## src/rtl/hazard_pkg.sv

```systemverilog
// Shared scoreboard entry type and forwarding-select encodings for the hazard unit.
package hazard_pkg;

    localparam int unsigned REG_AW_DEFAULT = 5;
    localparam int unsigned REG_AW_MAX     = 8;
    localparam int unsigned DEPTH_DEFAULT  = 3;

    localparam int unsigned FWD_RF  = 0;
    localparam int unsigned FWD_MEM = 1;
    localparam int unsigned FWD_WB  = DEPTH_DEFAULT - 1;

    typedef struct packed {
        logic                  valid;
        logic [REG_AW_MAX-1:0] dest;
        logic                  wb_en;
        logic                  mem_r;
    } sb_entry_t;

endpackage

```

## src/rtl/hazard_scoreboard.sv

```systemverilog
// Shift register of in-flight destinations (EXE..WB) with bubble insertion and
// per-entry source-match flags; the WB entry is tracked but never reported as a match.
module hazard_scoreboard
    import hazard_pkg::*;
#(
    parameter int unsigned REG_AW = REG_AW_DEFAULT,
    parameter int unsigned DEPTH  = 3
) (
    input  logic              clk,
    input  logic              rst,
    input  logic              load_en,
    input  logic [REG_AW-1:0] id_dest,
    input  logic              id_wb_en,
    input  logic              id_mem_r_en,
    input  logic [REG_AW-1:0] id_src1,
    input  logic [REG_AW-1:0] id_src2,
    input  logic              id_src2_used,
    output logic [DEPTH-2:0]  match_a,
    output logic [DEPTH-2:0]  match_b,
    output logic              head_mem_r
);

    sb_entry_t entries [DEPTH];
    sb_entry_t new_entry;

    always_comb begin
        new_entry = '0;
        if (load_en) begin
            new_entry.valid = 1'b1;
            new_entry.dest  = REG_AW_MAX'(id_dest);
            new_entry.wb_en = id_wb_en;
            new_entry.mem_r = id_mem_r_en;
        end
    end

    always_ff @(posedge clk or posedge rst) begin
        if (rst) begin
            for (int k = 0; k < DEPTH; k++) begin
                entries[k] <= '0;
            end
        end else begin
            entries[0] <= new_entry;
            for (int k = 1; k < DEPTH; k++) begin
                entries[k] <= entries[k-1];
            end
        end
    end

    // Register 0 is hard-wired, so it never creates a dependency.
    always_comb begin
        match_a = '0;
        match_b = '0;
        for (int k = 0; k < DEPTH - 1; k++) begin
            match_a[k] = entries[k].valid && entries[k].wb_en && (id_src1 != '0)
                         && (entries[k].dest == REG_AW_MAX'(id_src1));
            match_b[k] = entries[k].valid && entries[k].wb_en && (id_src2 != '0)
                         && id_src2_used && (entries[k].dest == REG_AW_MAX'(id_src2));
        end
    end

    assign head_mem_r = entries[0].mem_r;

endmodule

```

## src/rtl/hazard_unit.sv

```systemverilog
// Stall/flush/forwarding controller for the five-stage pipeline.
// Define FORWARDING_EN to forward non-load results; otherwise any hazard stalls until WB.
module hazard_unit
    import hazard_pkg::*;
#(
    parameter int unsigned REG_AW = REG_AW_DEFAULT,
    parameter int unsigned DEPTH  = 3,
    parameter int unsigned SEL_W  = $clog2(DEPTH),
    parameter int unsigned CNT_W  = 16
) (
    input  logic              clk,
    input  logic              rst,
    input  logic              id_valid,
    input  logic [REG_AW-1:0] id_src1,
    input  logic [REG_AW-1:0] id_src2,
    input  logic              id_src2_used,
    input  logic [REG_AW-1:0] id_dest,
    input  logic              id_wb_en,
    input  logic              id_mem_r_en,
    input  logic              branch_taken,
    output logic              stall,
    output logic              flush,
    output logic [SEL_W-1:0]  fwd_sel_a,
    output logic [SEL_W-1:0]  fwd_sel_b,
    output logic [CNT_W-1:0]  stall_count
);

    logic [DEPTH-2:0] match_a;
    logic [DEPTH-2:0] match_b;
    logic             head_mem_r;
    logic             hazard;
    logic             load_en;

    hazard_scoreboard #(
        .REG_AW(REG_AW),
        .DEPTH (DEPTH)
    ) u_scoreboard (
        .clk         (clk),
        .rst         (rst),
        .load_en     (load_en),
        .id_dest     (id_dest),
        .id_wb_en    (id_wb_en),
        .id_mem_r_en (id_mem_r_en),
        .id_src1     (id_src1),
        .id_src2     (id_src2),
        .id_src2_used(id_src2_used),
        .match_a     (match_a),
        .match_b     (match_b),
        .head_mem_r  (head_mem_r)
    );

    assign flush = branch_taken;

`ifdef FORWARDING_EN
    // Only a load in EXE cannot be forwarded in time.
    assign hazard = id_valid & (match_a[0] | match_b[0]) & head_mem_r;
`else
    logic unused_head_mem_r;
    assign unused_head_mem_r = head_mem_r;
    assign hazard = id_valid & (|{match_a, match_b});
`endif

    assign stall   = hazard & ~flush;
    assign load_en = id_valid & ~stall & ~flush;

`ifdef FORWARDING_EN
    logic [SEL_W-1:0] sel_a_d;
    logic [SEL_W-1:0] sel_b_d;

    // Scan oldest to youngest so the youngest producer wins.
    always_comb begin
        sel_a_d = SEL_W'(FWD_RF);
        sel_b_d = SEL_W'(FWD_RF);
        if (load_en) begin
            for (int k = DEPTH - 2; k >= 0; k--) begin
                if (match_a[k]) sel_a_d = SEL_W'(int'(FWD_MEM) + k);
                if (match_b[k]) sel_b_d = SEL_W'(int'(FWD_MEM) + k);
            end
        end
    end

    always_ff @(posedge clk or posedge rst) begin
        if (rst) begin
            fwd_sel_a <= '0;
            fwd_sel_b <= '0;
        end else begin
            fwd_sel_a <= sel_a_d;
            fwd_sel_b <= sel_b_d;
        end
    end
`else
    assign fwd_sel_a = '0;
    assign fwd_sel_b = '0;
`endif

    always_ff @(posedge clk or posedge rst) begin
        if (rst) begin
            stall_count <= '0;
        end else if (stall && (stall_count != '1)) begin
            stall_count <= stall_count + CNT_W'(1);
        end
    end

endmodule

```

## config.mk

```make
export PLATFORM = sky130hd
export DESIGN_NAME = hazard_unit
export DESIGN_NICKNAME = d
export VERILOG_FILES = /design/src/rtl/hazard_pkg.sv /design/src/rtl/hazard_scoreboard.sv /design/src/rtl/hazard_unit.sv
export SDC_FILE = /design/constraint.sdc
export NUM_CORES = 1
export LEC_CHECK = 0
export CAP_MARGIN = 25
export CORE_UTILIZATION = 40
export CTS_BUF_LIST = sky130_fd_sc_hd__clkbuf_8
export CTS_CLUSTER_DIAMETER = 150
export CTS_CLUSTER_SIZE = 14
export DETAILED_ROUTE_END_ITERATION = 8
export GPL_TIMING_DRIVEN = 0
export PLACE_DENSITY = 0.68
export SLEW_MARGIN = 20
export SYNTH_ARGS = -nofsm -noshare
export SYNTH_HDL_FRONTEND = slang
export SYNTH_SLANG_ARGS = --single-unit
```

## constraint.sdc

```tcl
create_clock -name clk -period 2.3 [get_ports clk]
set_input_delay 0.345 -clock clk [delete_from_list [all_inputs] [get_ports clk]]
set_output_delay 0.345 -clock clk [all_outputs]
set_load 0.05 [all_outputs]
```

==> summary.md <==
| Metric | Value |
|---|---|
| Worst vdd ir | approximately 0.38 mV |
| Lkg Pwr | ~1.1 nW |
| Core box area | 3770 um2 |
| Mux contribution to synthesized area | 1.39% |
| Crit end category | output pin |
| Max Slew Vio Count | 0 |
| Status | finished, final reports clean |
| Antenna violations before repair | 0 |
| GPL Wtd Cong | 0.792 |
| Pre-CTS setup slack | -0.816 ns |
| Final ANT Viol Nets | 0 |
| Data arrival time of the worst path | roughly 1.9 ns |
| Post-synthesis to final-layout area growth | 36.9% |
| Min Tclk post-route | 2.22 ns |
| Layout cells sized above 1 | 18.6% |
| Total number of vias | 1202 |
| Vias in the first global route | 1253 |
| Max Cap Viol | 0 |
| Fmax | 450 MHz |
| Final Cycle Share | 96.7% |
| Initial DRC count | 32 |
| Antenna Cells | 0 |
| Design area | between 2000 and 2500 um2 |
| Post-Synth Adder-Cell Area | 0.771% |
| Pwr dens | 502 nW/um2 |
| Number of buffers inserted by hold repair at cts | 0 |
| RSZ-0062 raised after global routing | no |
| Final #Nets | 216 |
| Detailed Routing Iterations Pass 1 | 6 |
| Skew-Pair Late Insertion Delay | 0.28 ns |
| Rows | 22 |
| Final setup margin | 0.0754 ns |
| Final setup viols | 0 |
| CTS tree | built |
| Post-Syn Area | 1620 um2 |
| Clock skew | 0.00537 ns |
| Global-route wire length before repair | ~5900 um |
| DRC | 0 |
| RR Startpoint | u_scoreboard.entries[25]$_DFF_PP0_ |
| Hpwl dp | 2560 um |
| Final hold viol count | 0 |
| CTS Sinks | 30 |
| Hold_sp | u_scoreboard.entries[32]$_DFF_PP0_ |
| Congestion Overflow GR | 0 |
| Die outline height | 65.7 um |
| WS Path Type | in2out |
| Starting Density | 43.0% |
| XOR/XNOR Fraction of Synth Area | 18.4% |
| Number of synthesized register bits | 30 |
| Worst-Margin Slew | 0.611 ns |
| Synth Area in Simple Gates | 24.2% |
| Via density | 4.97 |
| Non-filler cells, final | 242 |
| Die Width | around 66 um |
| Total number of yosys warnings | 0 |
| Critical path fanouts, max | 10 |
| Avg Inst Size Synth | 11.3 um2 |
| GRT Overall Usage | 18.3% |
| Worst setup path start | id_src1[0] |
| Total power | 1.12 mW |
| WL per Instance | between 10 and 15 um |
| Clock Tree Buf Depth | 2 |
| Final core utilization | between 50% and 60% |
| WP data required | around 2.0 ns |
| Clk root buf | clkbuf_8 |
| Final wirelength | approximately 3400 um |
| Distinct cells, synth | 34 |
| Largest net degree at the start of global routing | 17 |
| Synth Area in Compound Gates | under 10% |
| Seq/Total Area, Yosys | 46.3% |
| Ports | 44 |
| CTS H-tree lvls | 2 |
| Area of the die | 4320 um2 |
| Mapped Cells | 143 |
| Placed Cells | ~230 |
| Crit path launch type | input pin |
| Port buffer count | 38 |
| Number of buffers created by CTS | 5 |
| Largest family of logic cells by synthesized area | simple AND/OR/NAND/NOR gates |
| Clock-pin slew on the worst setup and hold paths | 0.06 ns |
| Slew margin rel. | around three fifths |
| R2R Setup Slk | about 0.21 ns |
| Filler cells | between 300 and 400 |
| Worst Hold Class | reg2reg |
| Placement Cell Area | 2090 um2 |
## timing repair
item                       CTS  global route
pin swaps                    2             3
buffers inserted             1             0
gates resized for setup     16             6
hold endpoints to repair     0             0
setup endpoints to repair    1             2
## cell families after synthesis
| kind of cell | Yosys count |
|---|---|
| AOI/OAI and AO/OA | 5 |
| buffers and inverters | 12 |
| xor gates and xnor gates | 34 |
| DFF | 30 |
| and+or+nand+nor | 58 |
| muxes | 2 |
| other | 1 |
| adders and majority gates | 1 |
## metrics by stage
stage | TNS, ns | hold WS, ns
2_1_floorplan | 0 | 0.373
3_3_place_gp | -0.919 | 0.389
3_5_place_dp | -1.01 | 0.392
4_1_cts | 0 | 0.406
5_1_grt | 0 | 0.420
6_report | 0 | 0.407
## cells in the final DEF, fill, tap and decap left out, types with 2 or more instances in the layout
cell,count
dlygate4sd2_1,4
clkdlybuf4s50_1,28
o22ai_2,2
nand3_1,7
clkbuf_8,7
xor2_1,13
nor3_1,9
conb_1,4
xnor2_1,21
dfrtp_1,30
nand2_1,9
buf_6,3
buf_4,6
nand4_1,8
inv_1,4
and3_1,6
nor4_4,3
dlymetal6s2s_1,5
nor2_1,4
## power breakdown
group | leakage (nW) | internal [mW] | switching [mW]
Combinational | 0.593 | 0.0680 | 0.0697
Sequential | 0.405 | 0.539 | 0.0118
Clock | 0.0524 | 0.236 | 0.191
Total | 1.05 | 0.843 | 0.273
## routing by layer
metal	part of all wire (%)	vias up	routed length, um	track usage, %
li1	-	585	-	-
met1	45	578	1520	22.9
met2	50	37	1710	30.1
met3	4.5	2	152	5.73
met4	0.62	0	21	4.89
met5	0	-	0	0
## state kept, by name, summed over array words and instances (netlist names)
signal                flops
u_scoreboard.entries     14
stall_count              16
## critical path, stage by stage
cell and delay (ns):
clkdlybuf4s50_1 0.55, xnor2_1 0.14, nand3_1 0.11, o22ai_2 0.16, a32oi_2 0.10, clkbuf_8 0.19
nor2b_2 0.12, buf_6 0.16
## final timing paths
check,to,cells past startpoint
worst max register to register,stall_count[12]$_DFFE_PP0P_,7
worst max-delay path,stall,8
worst min-delay path,u_scoreboard.entries[21]$_DFF_PP0_,0
max in group asynchronous,u_scoreboard.entries[23]$_DFF_PP0_,3
worst min register to register,u_scoreboard.entries[21]$_DFF_PP0_,0
min in group asynchronous,stall_count[14]$_DFFE_PP0P_,2
## cells in the mapped netlist (all sizes together)
| master | number | area, um2 |
|---|---|---|
| dfrtp | 30 | 751 |
| o22ai | 2 | 12.5 |
| nand3 | 9 | 62.6 |
| xnor2 | 21 | 184 |
| nor2 | 5 | 21.3 |
| nand4 | 8 | 50.1 |
| o211ai | 1 | 7.51 |
| nor4 | 5 | 82.6 |
| buf | 7 | 60.1 |
| and2b | 1 | 8.76 |
| nor3b | 1 | 12.5 |
| inv | 3 | 11.3 |
| nor2b | 1 | 6.26 |
| mux2 | 2 | 22.5 |
| clkbuf | 2 | 7.51 |
| nor3 | 9 | 45.0 |
| and2 | 1 | 6.26 |
| a32oi | 1 | 16.3 |
| xor2 | 13 | 114 |
| ha | 1 | 12.5 |
| o41ai | 1 | 27.5 |
| nand2b | 1 | 8.76 |
| and4 | 1 | 10.0 |
| and3 | 7 | 45.1 |
| nand2 | 9 | 33.8 |
| conb | 1 | 3.75 |
## final cells by class
type                       instances  area, um2  area share (%)
buffer                             9       77.6            3.49
clock inverter                     2       8.76           0.394
timing repair buffer              40        412            18.5
tap                               48       60.1            2.70
multi-input combinational        104        820            36.9
clock buffer                       6       82.6            3.72
sequential                        30        751            33.8
inverter                           3       11.3           0.507
(Power assumes the default switching activity.)
